File: config.mk
export PLATFORM = sky130hd
export DESIGN_NAME = present_sbox_layer_seq
export DESIGN_NICKNAME = d
export VERILOG_FILES = /design/src/rtl/present_sbox_layer_seq.sv
export SDC_FILE = /design/constraint.sdc
export NUM_CORES = 1
export LEC_CHECK = 0
export ABC_AREA = 1
export BUFFER_PORTS_ARGS = -buffer_cell sky130_fd_sc_hd__buf_4
export CORE_AREA = 2 2 103 125
export CTS_CLUSTER_DIAMETER = 60
export DETAILED_ROUTE_END_ITERATION = 8
export DIE_AREA = 0 0 105 127
export GPL_ROUTABILITY_DRIVEN = 0
export MAX_ROUTING_LAYER = met4
export PLACE_DENSITY = 0.92
export SYNTH_ARGS = -nofsm -noshare
export SYNTH_HDL_FRONTEND = slang
export SYNTH_SLANG_ARGS = --single-unit
File: constraint.sdc
create_clock -name clk -period 2.3 [get_ports clk]
set_clock_uncertainty 0.15 [all_clocks]
set_input_delay 0.23 -clock clk [delete_from_list [all_inputs] [get_ports clk]]
set_output_delay 0.23 -clock clk [all_outputs]
set_load 0.05 [all_outputs]
File: src/rtl/present_sbox_layer_seq.sv
// PRESENT S-box layer, applied LANES nibbles per clock over WIDTH/(4*LANES) cycles.
// Optional macro: PRESENT_SBOX_INV_EN adds the in_inv port and the inverse S-box.
// Ports:
//   clk, rst_n           clock, asynchronous active-low reset
//   in_valid/in_ready    input handshake; in_data is the state to substitute
//   in_inv               inverse S-box select (PRESENT_SBOX_INV_EN only)
//   out_valid/out_ready  output handshake; out_data is the substituted state
//   busy                 a block is being substituted or is waiting to be taken
module present_sbox_layer_seq #(
  parameter int unsigned WIDTH = 64,
  parameter int unsigned LANES = 4
) (
  input  logic             clk,
  input  logic             rst_n,
  input  logic             in_valid,
  output logic             in_ready,
  input  logic [WIDTH-1:0] in_data,
`ifdef PRESENT_SBOX_INV_EN
  input  logic             in_inv,
`endif
  output logic             out_valid,
  input  logic             out_ready,
  output logic [WIDTH-1:0] out_data,
  output logic             busy
);

  localparam int unsigned NNIB = WIDTH / 4;
  localparam int unsigned NCYC = (LANES == 0) ? 1 : NNIB / LANES;
  localparam int unsigned CW   = (NCYC > 1) ? $clog2(NCYC) : 1;

  // Reject illegal geometry at elaboration.
  if (LANES < 1) begin : g_bad_lanes
    $error("present_sbox_layer_seq: LANES must be >= 1");
  end else if ((WIDTH == 0) || ((WIDTH % (4 * LANES)) != 0)) begin : g_bad_width
    $error("present_sbox_layer_seq: WIDTH must be a nonzero multiple of 4*LANES");
  end

  typedef enum logic [1:0] {
    IDLE = 2'd0,
    RUN  = 2'd1,
    DONE = 2'd2
  } state_e;

  state_e           st_q;
  logic [CW-1:0]    cnt_q;
  logic [WIDTH-1:0] state_q;
  logic [WIDTH-1:0] state_d;
`ifdef PRESENT_SBOX_INV_EN
  logic             inv_q;
`endif

  function automatic logic [3:0] sbox_fwd(input logic [3:0] x);
    logic [3:0] y;
    case (x)
      4'h0: y = 4'hC;  4'h1: y = 4'h5;  4'h2: y = 4'h6;  4'h3: y = 4'hB;
      4'h4: y = 4'h9;  4'h5: y = 4'h0;  4'h6: y = 4'hA;  4'h7: y = 4'hD;
      4'h8: y = 4'h3;  4'h9: y = 4'hE;  4'hA: y = 4'hF;  4'hB: y = 4'h8;
      4'hC: y = 4'h4;  4'hD: y = 4'h7;  4'hE: y = 4'h1;  default: y = 4'h2;
    endcase
    return y;
  endfunction

`ifdef PRESENT_SBOX_INV_EN
  function automatic logic [3:0] sbox_inv(input logic [3:0] x);
    logic [3:0] y;
    case (x)
      4'h0: y = 4'h5;  4'h1: y = 4'hE;  4'h2: y = 4'hF;  4'h3: y = 4'h8;
      4'h4: y = 4'hC;  4'h5: y = 4'h1;  4'h6: y = 4'h2;  4'h7: y = 4'hD;
      4'h8: y = 4'hB;  4'h9: y = 4'h4;  4'hA: y = 4'h6;  4'hB: y = 4'h3;
      4'hC: y = 4'h0;  4'hD: y = 4'h7;  4'hE: y = 4'h9;  default: y = 4'hA;
    endcase
    return y;
  endfunction
`endif

  // Substitute only the nibble group selected by the cycle counter, lowest group first.
  always_comb begin
    state_d = state_q;
    for (int n = 0; n < int'(NNIB); n++) begin
      if (CW'(n / int'(LANES)) == cnt_q) begin
`ifdef PRESENT_SBOX_INV_EN
        state_d[n*4 +: 4] = inv_q ? sbox_inv(state_q[n*4 +: 4]) : sbox_fwd(state_q[n*4 +: 4]);
`else
        state_d[n*4 +: 4] = sbox_fwd(state_q[n*4 +: 4]);
`endif
      end
    end
  end

  // Control FSM; in_ready comes up on the first clock after reset release.
  always_ff @(posedge clk or negedge rst_n) begin
    if (!rst_n) begin
      st_q      <= IDLE;
      cnt_q     <= '0;
      state_q   <= '0;
`ifdef PRESENT_SBOX_INV_EN
      inv_q     <= 1'b0;
`endif
      in_ready  <= 1'b0;
      out_valid <= 1'b0;
      busy      <= 1'b0;
    end else begin
      case (st_q)
        IDLE: begin
          in_ready <= 1'b1;
          if (in_valid && in_ready) begin
            state_q  <= in_data;
`ifdef PRESENT_SBOX_INV_EN
            inv_q    <= in_inv;
`endif
            cnt_q    <= '0;
            st_q     <= RUN;
            in_ready <= 1'b0;
            busy     <= 1'b1;
          end
        end
        RUN: begin
          state_q <= state_d;
          cnt_q   <= cnt_q + CW'(1);
          if (cnt_q == CW'(NCYC - 1)) begin
            cnt_q     <= '0;
            st_q      <= DONE;
            out_valid <= 1'b1;
          end
        end
        DONE: begin
          if (out_ready) begin
            st_q      <= IDLE;
            out_valid <= 1'b0;
            busy      <= 1'b0;
            in_ready  <= 1'b1;
          end
        end
        default: begin
          st_q      <= IDLE;
          in_ready  <= 1'b0;
          out_valid <= 1'b0;
          busy      <= 1'b0;
        end
      endcase
    end
  end

  assign out_data = state_q;

endmodule

# After elaboration in Yosys (flattened, before gate mapping)
# Memory sizes are Yosys's and may differ from the RTL's.
# Index checks and enable logic that the tools add are counted.
dict set report word_totals {
  ff_bits 71
  rom_bits 1024
  input_bits 68
  output_inout_bits 67
  elab_cells 87
  memories 16
}
# name depth width read_ports rd_clocked_by_memory_dff wr line
set mem_list {}
lappend mem_list {{(no name shown)} 16 4 1 0 0 54} ;# case (x)
lappend mem_list {{(no name shown)} 16 4 1 0 0 54}
lappend mem_list {{(no name shown)} 16 4 1 0 0 54}
lappend mem_list {{(no name shown)} 16 4 1 0 0 54}
lappend mem_list {{(no name shown)} 16 4 1 0 0 54}
lappend mem_list {{(no name shown)} 16 4 1 0 0 54}
lappend mem_list {{+10 memories} - - - - - -}
dict set report op_classes {
  addsub 1
  n_eq_ne 13
  mux 33
  n_bitwise 2
  n_reduce_logical 13
}
# op n
set op_table {}
lappend op_table {{64-bit case mux with 2 select lines} 1}
lappend op_table {{4-bit two-way mux} 16}
lappend op_table {{64-bit two-way mux} 1}
lappend op_table {{3-bit AND reduction} 7}
lappend op_table {{2-bit != test, second input constant} 7}
lappend op_table {{2-bit two-way mux} 5}
lappend op_table {{1-bit case mux with 3 select lines} 3}
lappend op_table {{2-bit case mux with 3 select lines} 1}
lappend op_table {{1-bit two-way mux} 5}
lappend op_table {{2-bit equality test, first input constant} 2}
lappend op_table {{2-bit equality test, second input constant} 2}
lappend op_table {{2-bit zero test} 2}
lappend op_table {{2-bit case mux with 2 select lines} 1}
lappend op_table {{2-bit AND reduction} 2}
lappend op_table {{2-bit by 1-bit adder with 2-bit output, second input constant} 1}
lappend op_table {{1-bit by 2-bit equality test with 1-bit output, first input constant} 1}
lappend op_table {{2-bit by 1-bit equality test with 1-bit output, second input constant} 1}
lappend op_table {{1-bit NOT} 2}
lappend op_table {{2-bit nonzero test} 1}
lappend op_table {{1-bit logical AND} 1}

# Logic depth before layout (Yosys ltp)
dict set report depth {
  ltp_word 3
  ltp_mapped 10
  ltp_nobuf 10
}

# Worst setup path before layout
# OpenSTA, ideal clock, no wires.
dict set report synth_timing {
  kind {flip-flop to flip-flop}
  from {register state_q[56], in the netlist out_data[56]}
  to {register state_q[56], in the netlist out_data[56]}
  arrival_ns 1.707
  required_time_ns 2.083
  setup_slack_ns 0.376
  stages_incl_launch_ff 9
  n_path_buf 0
  synth_period_minus_slack_ns 1.924
  cell_sequence {dfrtp_1 inv_1 ha_1 or2_2 nand2_1 nand2_1 nor2_1 nand2_1 nand2_1}
}
dict set report synth_via {
  elab_chain_len 3
}
# item line
set synth_rtl {}
lappend synth_rtl {{start, declared} 46} ;# logic [WIDTH-1:0] state_q;
lappend synth_rtl {{start signal, assigned} 107} ;# state_q <= in_data;
lappend synth_rtl {{start signal, assigned} 118} ;# state_q <= state_d;
lappend synth_rtl {{memory read 16 x 4 bit} -}
lappend synth_rtl {{4-bit two-way mux} 80} ;# if (CW'(n / int'(LANES)) == cnt_q) begin
lappend synth_rtl {{64-bit case mux with 2 select lines} 103} ;# case (st_q)
# No other way between the ends. The select of a mux whose other input is x is not followed.
# A chain may end at the register's enable or synchronous reset.

# Final worst setup path
dict set report layout_timing {
  from {register cnt_q[0]}
  to {register state_q[33], in the netlist out_data[33]}
}
dict set report layout_via {
  elab_chain_len 3
}
# item line
set layout_rtl {}
lappend layout_rtl {{start, declared} 45} ;# logic [CW-1:0] cnt_q;
lappend layout_rtl {{start signal, assigned} 119} ;# cnt_q <= cnt_q + CW'(1);
lappend layout_rtl {{2-bit equality test} 80}
lappend layout_rtl {{2-bit != test (no source line)} -}
lappend layout_rtl {{3-bit AND reduction (no source line)} -}
# No other way between the ends.

==> run summary <==
clk buf depth: 2
core footprint: 12,000 µm²
latest clock arrival within the worst-skew pair: 0.33 ns
WL per Instance: 12.37 µm
outcome: complete, no violations
vias per cell: 5.195
actual slew at the worst max-slew pin: 0.5626 ns
YS warnings: 0
die width: 105 µm
Std-Cell Rows: 44
number of fill cells: 1,051
FFs w/ async S/R, synth: 100.0%
Post-CTS Setup Bufs: 0
# diodes: 0
Remaining DRCs: 0
CP Launch Point: cnt_q[0]$_DFFE_PN0P_
area of the multi-input gates: 4327 µm²
Main synth FF type: dfrtp_1
Hold Slack: 0.02968 ns
CP endpoint: out_data[33]$_DFFE_PN0P_
Starting Density: 56.53%
R2R Setup Slk: 0.21 ns
nets: 1,374
H-tree depth: 3
pin count of the biggest net entering global routing: 42
die height: 127 µm
hold depth: 3
most common library cell in the layout ignoring fill and taps: nand2_1
grt ovf: 0
CTS tree: yes
register area: 1777 µm²
EDFF count, synth: 0
commonest non-fill, non-tap cells in the layout: nand2_1, buf_4, inv_1
initial antenna violation count: 0
vias in the first global route: 6,725
hold crit path type: in2reg
DIE AREA: 13,340 µm²
worst flop-to-flop path startpoint: cnt_q[0]$_DFFE_PN0P_
net count after synthesis: 1,255
synthesized cell area: 6784 µm²
worst-path maximum fanout: 6
cells after synthesis: 1,103
I/O Pins: 135
drt pass-1 iters: 5
DR iter-0 viols: 502
WS Path Type: reg2reg
vias: 7,210
reg2reg end: out_data[33]$_DFFE_PN0P_
Sink Count: 71
aggregate global-route resource usage: 26.97%
layout cells sized above 1: 14.75%
synth unique cells: 26
synthesis-to-finish area growth: 22.24%
critical path required time: 2.40 ns
DP HPWL: 12,730 µm
reg2reg path depth: 8
# setup viols final: 0
synthesis-stage register bit count: 71
RSZ-0062 raised after global routing: false
critical path arrival: 2.19 ns
Tmin final: 2.086 ns
CP Launch Type: flip-flop
Setup TNS: 0 ns
Hold Fails Final Rpt: 0
CTS clock-pin slew for the worst setup and hold paths: 0.06 ns
Final Cell Area: 8293 µm²
Max Cap Viol: 0
CTS Buf Count: 9
Post-DRT Antenna Nets: 0
Final Max Slew Viols: 0
sequential area share after synthesis: 26.19%
slew margin rel.: 62.46%
crit path capture type: flip-flop
fmax: 479.3 MHz
first-pass GRT wire length: 29,330 µm
Syn Area/Cell: 6.151 µm²
Final Cycle Share: 90.71%
root buffer cell: clkbuf_16
WL final: 17,160 µm
IO Port Bufs: 134
DP Area: 7924 µm²
cells in the mapped netlist, drive strengths merged, types with 9 or more instances:
library cell  count  area, µm²
o21ai            64      320.3
nand4            10      62.56
buf              27      150.1
nand3           110      550.5
inv             133      499.2
nor2            104      412.9
ha               84       1051
or2               9      56.31
dfrtp            71       1777
clkbuf           10      37.54
nand2           445       1673
a21oi            19      95.09
nor3             10      50.05
per-layer routing:
layer | wire length [µm] | vias up | track usage [%]
li1 | - | 3665 | -
met5 | 0 | - | -
met3 | 1025 | 29 | 4.745
met1 | 7141 | 3272 | 31.87
met2 | 8708 | 244 | 46.41
met4 | 288 | 0 | 9.333
worst min path at each step:
stage,start,to,slack [ns]
6_report,in_data[47],out_data[47]$_DFFE_PN0P_,0.03
5_1_grt,in_data[47],out_data[47]$_DFFE_PN0P_,0.03
4_1_cts,in_data[47],out_data[47]$_DFFE_PN0P_,0.02
3_5_place_dp,rst_n,out_data[52]$_DFFE_PN0P_,0.05
3_3_place_gp,rst_n,out_data[52]$_DFFE_PN0P_,0.05
2_1_floorplan,rst_n,busy$_DFFE_PN0P_,-0.22
registers in the layout, summed over array words and instances, names as in the netlist:
name / cells
out_valid: 1
st_q: 2
cnt_q: 2
out_data: 64
busy: 1
in_ready: 1
per-stage QoR:
| step | setup slack [ns] | utilization [%] | std cells |
|---|---|---|---|
| after global placement | 0.3466 | 66.02 | 1371 |
| after CTS | 0.2123 | 69.08 | 1388 |
| after detailed placement | 0.2303 | 66.02 | 1371 |
| after global routing | 0.01624 | 69.10 | 1388 |
| after floorplan | 0.3760 | - | 1103 |
| final | 0.2136 | 69.10 | 1388 |
cells by family (layout without fill, tap and decap cells):
family          after synthesis  after routing  share of synthesized area, %
fa+ha+maj                    84             84                         15.49
compound gates               87             87                         6.566
buf+inv                     171            295                         10.18
flops                        71             71                         26.19
simple gates                690            690                         41.57
final cells by class:
cell class,count,share of cell area (%)
Multi-Input combinational cell,861,52.17
Clock buffer,11,3.048
Tap cell,161,2.429
Sequential cell,71,21.42
Inverter,134,6.065
Clock inverter,5,1.252
Timing Repair Buffer,145,13.61
repair_timing:
item | in CTS | in global routing
hold buffers | 1 | 0
endpoints found under the hold margin | 30 | 0
setup endpoints to repair | 0 | 1
resized for setup | 0 | 1
worst max-delay path, stage by stage (launching register included):
cell     delay (ns)
dfrtp_1        0.42
inv_1          0.10
ha_1           0.18
inv_1          0.04
a21oi_1        0.37
nand2_1        0.28
nor2_1         0.28
nand2_1        0.10
o21ai_1        0.09
Power is left out: the tool's default activity adds up to more than one toggle a clock period on the data nets, which glitch-free logic cannot reach.
